--- config.mk ---
export PLATFORM = sky130hd
export DESIGN_NAME = xor_checksum_unit
export DESIGN_NICKNAME = d
export VERILOG_FILES = /design/src/rtl/xor_pkg.sv /design/src/rtl/xor_lane_reduce.sv /design/src/rtl/xor_checksum_unit.sv
export SDC_FILE = /design/constraint.sdc
export NUM_CORES = 1
export LEC_CHECK = 0
export BUFFER_PORTS_ARGS = -buffer_cell sky130_fd_sc_hd__buf_2
export CORE_AREA = 2 2 58 60
export DETAILED_ROUTE_END_ITERATION = 10
export DIE_AREA = 0 0 60 62
export SLEW_MARGIN = 20
export SYNTH_ARGS = -nofsm -noshare
export SYNTH_HDL_FRONTEND = slang
export SYNTH_SLANG_ARGS = --single-unit
--- constraint.sdc ---
create_clock -name clk -period 1.4 [get_ports clk]
set_clock_uncertainty 0.05 [all_clocks]
set_input_delay 0.28 -clock clk [delete_from_list [all_inputs] [get_ports clk]]
set_output_delay 0.28 -clock clk [all_outputs]
set_load 0.005 [all_outputs]
--- src/rtl/xor_pkg.sv ---
// xor_pkg
// Shared definitions for the XOR checksum unit: FSM state encoding and the
// default operand geometry used when the top is instantiated without
// parameter overrides.
package xor_pkg;

    localparam int XOR_WIDTH_DEF = 8;
    localparam int XOR_LANES_DEF = 2;

    typedef enum logic [0:0] {
        XOR_IDLE  = 1'b0,
        XOR_ACCUM = 1'b1
    } xor_state_e;

endpackage

--- src/rtl/xor_lane_reduce.sv ---
// xor_lane_reduce
// Purely combinational XOR reduction of LANES operands of WIDTH bits each.
// Ports:
//   in_data  [LANES*WIDTH] - packed operands, lane k at [k*WIDTH +: WIDTH]
//   lane_xor [WIDTH]       - XOR of all lanes
module xor_lane_reduce #(
    parameter int WIDTH = xor_pkg::XOR_WIDTH_DEF,
    parameter int LANES = xor_pkg::XOR_LANES_DEF
) (
    input  logic [LANES*WIDTH-1:0] in_data,
    output logic [WIDTH-1:0]       lane_xor
);

    always_comb begin
        lane_xor = '0;
        for (int k = 0; k < LANES; k++) begin
            lane_xor = lane_xor ^ in_data[k*WIDTH +: WIDTH];
        end
    end

endmodule

--- src/rtl/xor_checksum_unit.sv ---
// xor_checksum_unit
// Registered XOR engine between a valid/ready producer and consumer. Each
// beat carries LANES operands that are XOR-reduced. Beat mode returns one
// result per beat; accumulate mode folds a multi-beat packet into a single
// checksum delivered after the in_last beat. Acts as a one-entry output
// register stage with full-throughput handshake.
//
// Optional feature macro: XOR_PARITY_EN adds out_parity, the XOR of the
// result bits, registered alongside out_data.
//
// Ports:
//   clk, rst_n           - clock (rising edge), async active-low reset
//   in_valid / in_ready  - producer handshake
//   in_data              - LANES*WIDTH packed operands
//   in_last              - final beat of an accumulate packet
//   mode                 - 0 beat, 1 accumulate (sampled on first beat only)
//   out_valid / out_ready- consumer handshake
//   out_data             - XOR result
//   out_parity           - parity of out_data (XOR_PARITY_EN only)
//
// State | Meaning
// ------+---------------------------------------------
// IDLE  | no packet open; beats produce results directly
// ACCUM | accumulate packet open, acc_q holds partial XOR
module xor_checksum_unit
    import xor_pkg::*;
#(
    parameter int WIDTH = XOR_WIDTH_DEF,
    parameter int LANES = XOR_LANES_DEF
) (
    input  logic                   clk,
    input  logic                   rst_n,
    input  logic                   in_valid,
    output logic                   in_ready,
    input  logic [LANES*WIDTH-1:0] in_data,
    input  logic                   in_last,
    input  logic                   mode,
    output logic                   out_valid,
    input  logic                   out_ready,
    output logic [WIDTH-1:0]       out_data
`ifdef XOR_PARITY_EN
    ,
    output logic                   out_parity
`endif
);

    xor_state_e        state_q, state_d;
    logic [WIDTH-1:0]  acc_q, acc_d;
    logic [WIDTH-1:0]  out_data_q, out_data_d;
    logic              out_valid_q, out_valid_d;
    logic [WIDTH-1:0]  lane_xor;
    logic [WIDTH-1:0]  result;
    logic              produce;
    logic              accept;
    logic              deliver;

    xor_lane_reduce #(
        .WIDTH (WIDTH),
        .LANES (LANES)
    ) u_reduce (
        .in_data  (in_data),
        .lane_xor (lane_xor)
    );

    // Output slot is free when empty or being drained this cycle.
    assign in_ready = !out_valid_q || out_ready;
    assign accept   = in_valid && in_ready;
    assign deliver  = out_valid_q && out_ready;

    // Accumulate mode is implied by being in ACCUM, so no separate mode
    // register is needed; the mode input is simply not consulted there.
    always_comb begin
        state_d     = state_q;
        acc_d       = acc_q;
        out_data_d  = out_data_q;
        out_valid_d = out_valid_q;
        produce     = 1'b0;
        result      = acc_q ^ lane_xor;

        if (deliver) begin
            out_valid_d = 1'b0;
        end

        if (accept) begin
            unique case (state_q)
                XOR_IDLE: begin
                    if (!mode || in_last) begin
                        produce = 1'b1;
                        result  = lane_xor;
                    end else begin
                        acc_d   = lane_xor;
                        state_d = XOR_ACCUM;
                    end
                end
                XOR_ACCUM: begin
                    if (in_last) begin
                        produce = 1'b1;
                        acc_d   = '0;
                        state_d = XOR_IDLE;
                    end else begin
                        acc_d   = acc_q ^ lane_xor;
                    end
                end
                default: begin
                    state_d = XOR_IDLE;
                    acc_d   = '0;
                end
            endcase
        end

        // A new result overrides the drain above, so deliver+produce keeps
        // out_valid high with fresh data.
        if (produce) begin
            out_valid_d = 1'b1;
            out_data_d  = result;
        end
    end

    always_ff @(posedge clk or negedge rst_n) begin
        if (!rst_n) begin
            state_q     <= XOR_IDLE;
            acc_q       <= '0;
            out_data_q  <= '0;
            out_valid_q <= 1'b0;
        end else begin
            state_q     <= state_d;
            acc_q       <= acc_d;
            out_data_q  <= out_data_d;
            out_valid_q <= out_valid_d;
        end
    end

    assign out_data  = out_data_q;
    assign out_valid = out_valid_q;

`ifdef XOR_PARITY_EN
    logic out_parity_q;

    always_ff @(posedge clk or negedge rst_n) begin
        if (!rst_n) begin
            out_parity_q <= 1'b0;
        end else if (produce) begin
            out_parity_q <= ^result;
        end
    end

    assign out_parity = out_parity_q;
`endif

endmodule

==> summary.md, run 1 <==
| Metric | Value |
|---|---|
| TritonCTS clock tree | `built` |
| IO Count | `32` |
| Design area | `about 1300 um^2` |
| Lkg Pwr | `between 0.6 and 0.7 nW` |
| Worst setup path class | `register to output pin` |
| Nets | `between 150 and 200` |
| Commonest non-fill, non-tap cell in the layout | `buf_2` |
| Post-synthesis compound-gate area fraction | `a little over a quarter` |
| CP arrival | `1.00 ns` |
| Area growth from synthesis to layout | `30.7%` |
| P per Cell Area | `about 1200 nW/um^2` |
| Fin crit period | `1.33 ns` |
| HPWL after DPL | `1.63 mm` |
| Max stage delay on crit path | `0.42 ns` |
| Antenna Violating Nets Remaining | `0` |
| Most used cell, CP | `buf_6` |
| Clk sink count | `18` |
| Starting density of the core | `32.2%` |
| Post-synthesis sequential area ratio | `44.0%` |
| Proportion of synthesized area in mux cells | `less than 1%` |
| Die Wd | `60 um` |
| Worst-Skew Late Latency | `0.30 ns` |
| Simple-gate share of the synthesized area | `between 10% and 20%` |
| Dpl cell area | `roughly 1300 um^2` |
| CP top delay family | `flip-flops` |
| Unrepaired setup endpoints after global routing | `false` |
| Core Area | `~3200 um^2` |
| Yosys cell types | `26` |
| Main synth FF type | `dfrtp_1` |
| Required time worst endpoint | `between 1 and 1.5 ns` |
| Slew Limit Fails | `0` |
| Antenna Cells | `0` |
| Iter 0 DRT Violations | `42` |
| Slew of the pin with the lowest slew margin | `0.436 ns` |
| Number of global-route vias before repair | `around 820` |
| Root buf cell | `clkbuf_4` |
| Clock buffer depth | `2` |
| Crit-path slowest cell | `dfrtp_1` |
| Fmax | `approximately 750 MHz` |
| Ys async rst share | `100%` |
| Most frequent cells in the layout | `buf_2 (30), dfrtp_1 (17), o21ai_0 (15)` |
| Syn Inst Count | `roughly 100` |
| Worst Hold Class | `input pin to register` |
| Peak supply drop | `~290 uV` |
| Initial antenna violation count | `0` |
| Drt wl/cell | `between 10 and 15 um` |
| Post-synth net total | `125` |
| Die footprint | `around 3700 um^2` |
| Grt total ovfl | `0` |
| # setup viols final | `0` |
| CP Cell Sequence | `nand2b_4, buf_6, buf_6` |
| Post-synth EDFFs | `0` |
| Final Hold Viols | `0` |
| Placed cell count | `around 180` |
| Max H-tree Level | `1` |
| Cell Rows | `21` |
| Average size of a mapped cell | `around 9.9 um^2` |
| Synth Area in Adders | `0%` |
| Final std cells w/o fill | `about 190` |
| Crit end category | `output pin` |
| Crit share post-route | `about 95%` |
| Gpl congestion | `about 0.82` |
| Vias per inst | `4.80` |
| Clock transition at the registers of the reported paths | `between 0.1 and 0.15 ns` |
| Buf/Inv on CP | `2` |
| Share of layout cells above drive strength 1 | `a little over a third` |
| Total power draw | `~1.7 mW` |
| # DRC | `0` |
| IO Port Bufs | `31` |
| Total CTS buffers | `3` |
| Status | `complete, no violations` |
| Routed wire length | `between 2 and 2.5 mm` |
| #FFs+latches synth | `18` |
| DRT Pass-1 Iters | `4` |
| Largest net degree at the start of global routing | `19` |
| Die Y-Extent | `~62 um` |
| Synth warn | `0` |
| Global-route usage over all layers | `between 10% and 20%` |
| Synthesized area | `1020 um^2` |
| Main combinational cell family by area after synthesis | `compound AO/OA/AOI/OAI gates` |
| Slew HR | `between 70 and 80%` |
| Via Count | `around 900` |
| Critical Path Start Type | `register` |
| Worst Path Max Fanout | `5` |
| MaxCap Viol Count | `0` |
| Post-synthesis xor/xnor area fraction | `13.7%` |
| First-pass GRT wire length | `3.84 mm` |
## stage by stage
stage / setup TNS [ns] / hold WS [ns] / util [%] / setup slack [ns]
floorplan: 0 / -0.0656 / - / 0.153
global placement: -0.184 / 0.192 / 39.7 / -0.0287
detailed placement: -0.613 / 0.191 / 39.7 / -0.0668
CTS: 0 / 0.331 / 41.2 / 0.0131
global route: 0 / 0.313 / 42.1 / 0.000391
finish: 0 / 0.294 / 42.1 / 0.0741
## cells in the mapped netlist (2+ instances only)
library cell / number / area [um^2]
xnor2_1: 2 / 17.5
o21ai_0: 19 / 95.1
dfrtp_1: 18 / 450
nand2_1: 10 / 37.5
xor2_1: 14 / 123
nor2_1: 2 / 7.51
o211ai_1: 7 / 52.6
a31oi_1: 2 / 12.5
buf_6: 2 / 22.5
buf_4: 2 / 15.0
a22o_1: 7 / 61.3
o21ai_1: 4 / 20.0
## cells by family (layout without fill, tap and decap cells)
logic type | after synthesis | count (layout)
compound gates | 42 | 42
xor+xnor | 16 | 16
buf+inv | 6 | 48
flops | 18 | 18
mux | 1 | 1
simple gates | 20 | 20
## metal layers
layer	GRT usage, %	share of wire, %	vias to the layer above	wire, um
met1	19.4	50	431	1130
met3	1.86	3.5	4	80
met2	21.7	44	26	1010
met4	9.52	2.7	0	61
met5	0	0	-	0
li1	-	-	455	-
## state kept, by name, indices dropped and copies added (netlist names)
signal	flops
out_data	8
acc_q	8
state_q	1
out_valid	1
## timing repair
item | in CTS | in global routing
resized for setup | 2 | 7
setup endpoints to repair | 16 | 16
pin swaps | 1 | 1
buffers inserted | 1 | 2
cloned | 0 | 0
hold buffers | 1 | 0
hold endpoints to repair | 18 | 0
## path summary, 6_finish.rpt
path	start	endpoint	slack, ns	cells past startpoint
hold / removal	out_ready	out_valid$_DFFE_PN0P_	0.29	4
max in group asynchronous	rst_n	state_q$_DFFE_PN0P_	0.60	2
hold reg to reg	out_data[6]$_DFFE_PN0P_	out_data[6]$_DFFE_PN0P_	0.43	2
setup / recovery	out_valid$_DFFE_PN0P_	in_ready	0.07	3
setup reg to reg	out_valid$_DFFE_PN0P_	acc_q[4]$_DFFE_PN0P_	0.08	4
min in group asynchronous	rst_n	out_data[6]$_DFFE_PN0P_	0.38	2
## worst min-delay path: stages
cell and delay [ns]:
buf_2 0.08, nand2b_4 0.11, buf_6 0.10, nand2_1 0.04
## power breakdown
group	leakage (nW)	internal [mW]	switching, mW
sequential	0.225	0.682	0.108
clock	0.0138	0.100	0.167
combinational	0.381	0.317	0.290
total	0.620	1.10	0.565
## final cells by class
cell class	instances	area (um^2)
flip-flops and latches	18	452
well taps	46	57.6
inverters	1	3.75
repair buffers	44	265
multi-input cells	79	537
clock buffers	3	22.5
fillers	329	1840
Power figures use the tool's default switching activity.
==> run 2: changes to the inputs <==
- ABC_AREA: unset -> 1
- CORE_AREA: 2 2 58 60 -> 2 2 60 62
- DIE_AREA: 0 0 60 62 -> 0 0 62 64
==> run 2 against run 1 <==
Compared with the run above:
- global-route usage up 0.42 points
- critical path type unchanged
- hold slack worse by 0.029 ns
- highest routed layer unchanged
- synthesized area is 8.1% higher
- fmax down 0.52%
==> summary.md, run 2 <==
| Metric | Value |
|---|---|
| Status | `complete, no violations` |
| Iter 0 DRT Violations | `28 (-33%)` |
| Worst Path Max Fanout | `3 (-2)` |
| Slew of the pin with the lowest slew margin | `0.418 ns (-0.0179 ns)` |
| Crit end category | `output pin` |
| Post-layout util | `44.1% (+2.0 points)` |
| #FFs+latches synth | `18 (unchanged)` |
| Worst hold path startpoint | `in_valid` |
| Critical Path Start Type | `register` |
| Reg power frac | `45.0% (-2.5 points)` |
| Max stage delay on crit path | `0.41 ns (about the same)` |
| CP Cell Sequence | `nand2_2, buf_6, buf_6` |
| MaxCap Viol Count | `0 (unchanged)` |
| Max H-tree Level | `1 (unchanged)` |
| Cell Rows | `21 (unchanged)` |
| DRT Pass-1 Iters | `4 (unchanged)` |
| Average size of a mapped cell | `7.14 um^2 (-28%)` |
| Crit-path slowest cell | `dfrtp_1` |
| Dpl cell area | `1380 um^2 (+9.7%)` |
| Setup slack, reg-to-reg | `0.13 ns (+0.05 ns)` |
| Die footprint | `3970 um^2 (+6.7%)` |
| Ys async rst share | `100% (unchanged)` |
| Lkg Pwr | `0.781 nW (+26%)` |
| Synth warn | `0 (unchanged)` |
| FF-to-FF End | `out_data[7]$_DFFE_PN0P_` |
| First-pass GRT wire length | `4.33 mm (+13%)` |
| Worst setup path class | `register to output pin` |
| Core Area | `3280 um^2 (+3.3%)` |
| Fin crit period | `1.33 ns (+0.00698 ns)` |
| HPWL after DPL | `1.99 mm (+22%)` |
| P_sw | `0.662 mW (+17%)` |
| R2R depth | `6 (+2)` |
| Area growth from synthesis to layout | `30.9%` |
| Crit share post-route | `95.2% (+0.50 points)` |
| Reg area | `452 um^2 (unchanged)` |
| Comb power frac | `36.9% (+0.4 points)` |
| Most frequent cells in the layout | `nand2_1 (47), buf_2 (30), nand3_1 (24)` |
| Nets | `222 (+31%)` |
| CP top delay family | `flip-flops` |
| Post-synth EDFFs | `0 (unchanged)` |
| Internal power | `1.17 mW (+6.5%)` |
| Routed wire length | `2.59 mm (+13%)` |
| Die Wd | `62 um (+3.3%)` |
| Gpl congestion | `0.800 (-2.6%)` |
| Initial antenna violation count | `0 (unchanged)` |
| Filler cells | `359 (+9.1%)` |
| Clock buffer depth | `2 (unchanged)` |
| Design area | `1450 um^2 (+8.2%)` |
| Hold Path End | `state_q$_DFFE_PN0P_` |
| Required time worst endpoint | `1.07 ns (about the same)` |
| Number of global-route vias before repair | `993 (+21%)` |
| Drt wl/cell | `10.6 um (-12%)` |
| Total power draw | `1.83 mW (+10%)` |
| Synthesized area | `1110 um^2 (+8.1%)` |
| Main synth FF type | `dfrtp_1` |
| CP arrival | `1.00 ns (about the same)` |
| Post-synth top cells | `nand2_1 (48), nand3_1 (24), dfrtp_1 (18)` |
| Post-synthesis sequential area ratio | `40.7% (-3.3 points)` |
| Worst Hold Class | `input pin to register` |
| Global-route usage over all layers | `14.8% (+0.42 points)` |
| WHS Path Cells | `3 (-1)` |
| IO Count | `32 (unchanged)` |
| Multi-input logic area | `581 um^2 (+8.2%)` |
| Buf/Inv on CP | `2 (unchanged)` |
| Area leader, netlist | `dfrtp_1` |
| Antenna Cells | `0 (unchanged)` |
| Clock transition at the registers of the reported paths | `0.10 ns (about the same)` |
| Slew Limit Fails | `0 (unchanged)` |
| Syn Inst Count | `155 (+50%)` |
| Fmax | `750 MHz (-0.52%)` |
| Starting density of the core | `33.7% (+1.5 points)` |
| Grt total ovfl | `0 (unchanged)` |
| Yosys top cell area share | `40.7% (-3.3 points)` |
| Most used cell, CP | `buf_6` |
| Peak supply drop | `362 uV (+27%)` |
| Unrepaired setup endpoints after global routing | `true` |
| IO Port Bufs | `31 (unchanged)` |
| Count leader, synth | `nand2_1` |
| Setup TNS Final | `0 ns (unchanged)` |
| Largest net degree at the start of global routing | `19 (unchanged)` |
| Via Count | `1079 (+18%)` |
| Top cells by area, synth | `dfrtp_1 (41%), nand2_1 (16%), nand3_1 (11%)` |
| # DRC | `0 (unchanged)` |
| Vias per inst | `4.40 (-8.2%)` |
| Post-synth net total | `177 (+42%)` |
| Root buf cell | `clkbuf_4` |
| Reg-to-reg startpoint | `state_q$_DFFE_PN0P_` |
| Total CTS buffers | `3 (unchanged)` |
| Final Hold Viols | `0 (unchanged)` |
| TritonCTS clock tree | `built` |
| Slew HR | `72.1% (+1.3 points)` |
| Share of layout cells above drive strength 1 | `28.1% (-7.0 points)` |
| Worst-Skew Late Latency | `0.30 ns (about the same)` |
| Die Y-Extent | `64 um (+3.2%)` |
| Yosys cell types | `15 (-42%)` |
| Clk sink count | `18 (unchanged)` |
| # setup viols final | `0 (unchanged)` |
| P per Cell Area | `1270 nW/um^2 (+1.7%)` |
| Clock share of power | `18.1% (+2.1 points)` |
| Switch share | `36.1% (+2.2 points)` |
| Antenna Violating Nets Remaining | `0 (unchanged)` |
| Commonest non-fill, non-tap cell in the layout | `nand2_1` |
==> run 2: changes by cell type in the layout (fill, tap and decap cells not counted), sizes merged, moves of 8 or more <==
cell    delta
a21oi     +10
inv       +18
nand2     +39
nand3     +24
o211ai     -8
o21ai     -11
xor2       -8
==> run 2: kinds of logic after synthesis <==
logic type / Yosys count / synth area share [%]
and+or+nand+nor: 81 / 31.8
AOI/OAI and AO/OA: 23 / 10.6
buffers and inverters: 21 / 7.35
DFF: 18 / 40.7
xor gates and xnor gates: 12 / 9.50
==> run 2: area by class of cell <==
cell class              instances  share of cell area (%)
multi-input cells             116                    40.1
flip-flops and latches         18                    31.2
repair buffers                 42                    17.3
inverters                      19                    4.93
clock buffers                   4                    2.51
well taps                      46                    3.98
==> run 2: power groups by stage <==
| stage | Combinational, mW | Sequential [mW] | Clock [mW] |
|---|---|---|---|
| after detailed placement | 0.672 | 0.834 | 0 |
| after global placement | 0.667 | 0.829 | 0 |
| after floorplan | 0.400 | 0.816 | 0 |
| after global routing | 0.800 | 0.860 | 0.377 |
| after CTS | 0.678 | 0.823 | 0.353 |
| final | 0.675 | 0.825 | 0.332 |
==> run 2: stage by stage <==
step	cells	hold slack, ns	setup WS [ns]
floorplan	155	-0.0656	0.0408
CTS	245	0.250	0.0413
detailed placement	240	0.193	0.0223
global placement	240	0.192	0.0410
finish	245	0.265	0.0671
global route	245	0.258	-0.0154
==> run 2: routing by layer <==
metal  vias to the layer above  part of all wire, %  GRT usage (%)
li1                        585                    -              -
met1                       465                   50           20.4
met2                        24                   45           21.6
met3                         5                  2.9           1.82
met4                         0                  2.8           8.78
met5                         -                    0              0
==> run 2: worst max path at each step <==
stage / start / end / slack, ns / cells after the start
finish: out_valid$_DFFE_PN0P_ / in_ready / 0.07 / 3
global placement: out_ready / acc_q[3]$_DFFE_PN0P_ / 0.04 / 7
CTS: out_valid$_DFFE_PN0P_ / in_ready / 0.04 / 3
floorplan: state_q$_DFFE_PN0P_ / out_data[0]$_DFFE_PN0P_ / 0.04 / 7
detailed placement: out_valid$_DFFE_PN0P_ / acc_q[1]$_DFFE_PN0P_ / 0.02 / 5
global route: out_valid$_DFFE_PN0P_ / in_ready / -0.02 / 3
==> run 2: worst min-delay path: stages <==
cell and delay [ns]:
buf_2 0.10, nand2_1 0.13, a21oi_1 0.08
==> run 2: timing repair <==
item / CTS / global route
hold endpoints to repair: 18 / 0
setup endpoints to repair: 5 / 10
setup buffers: 0 / 0
pin swaps: 0 / 1
gates resized for setup: 2 / 5
hold buffers: 1 / 0
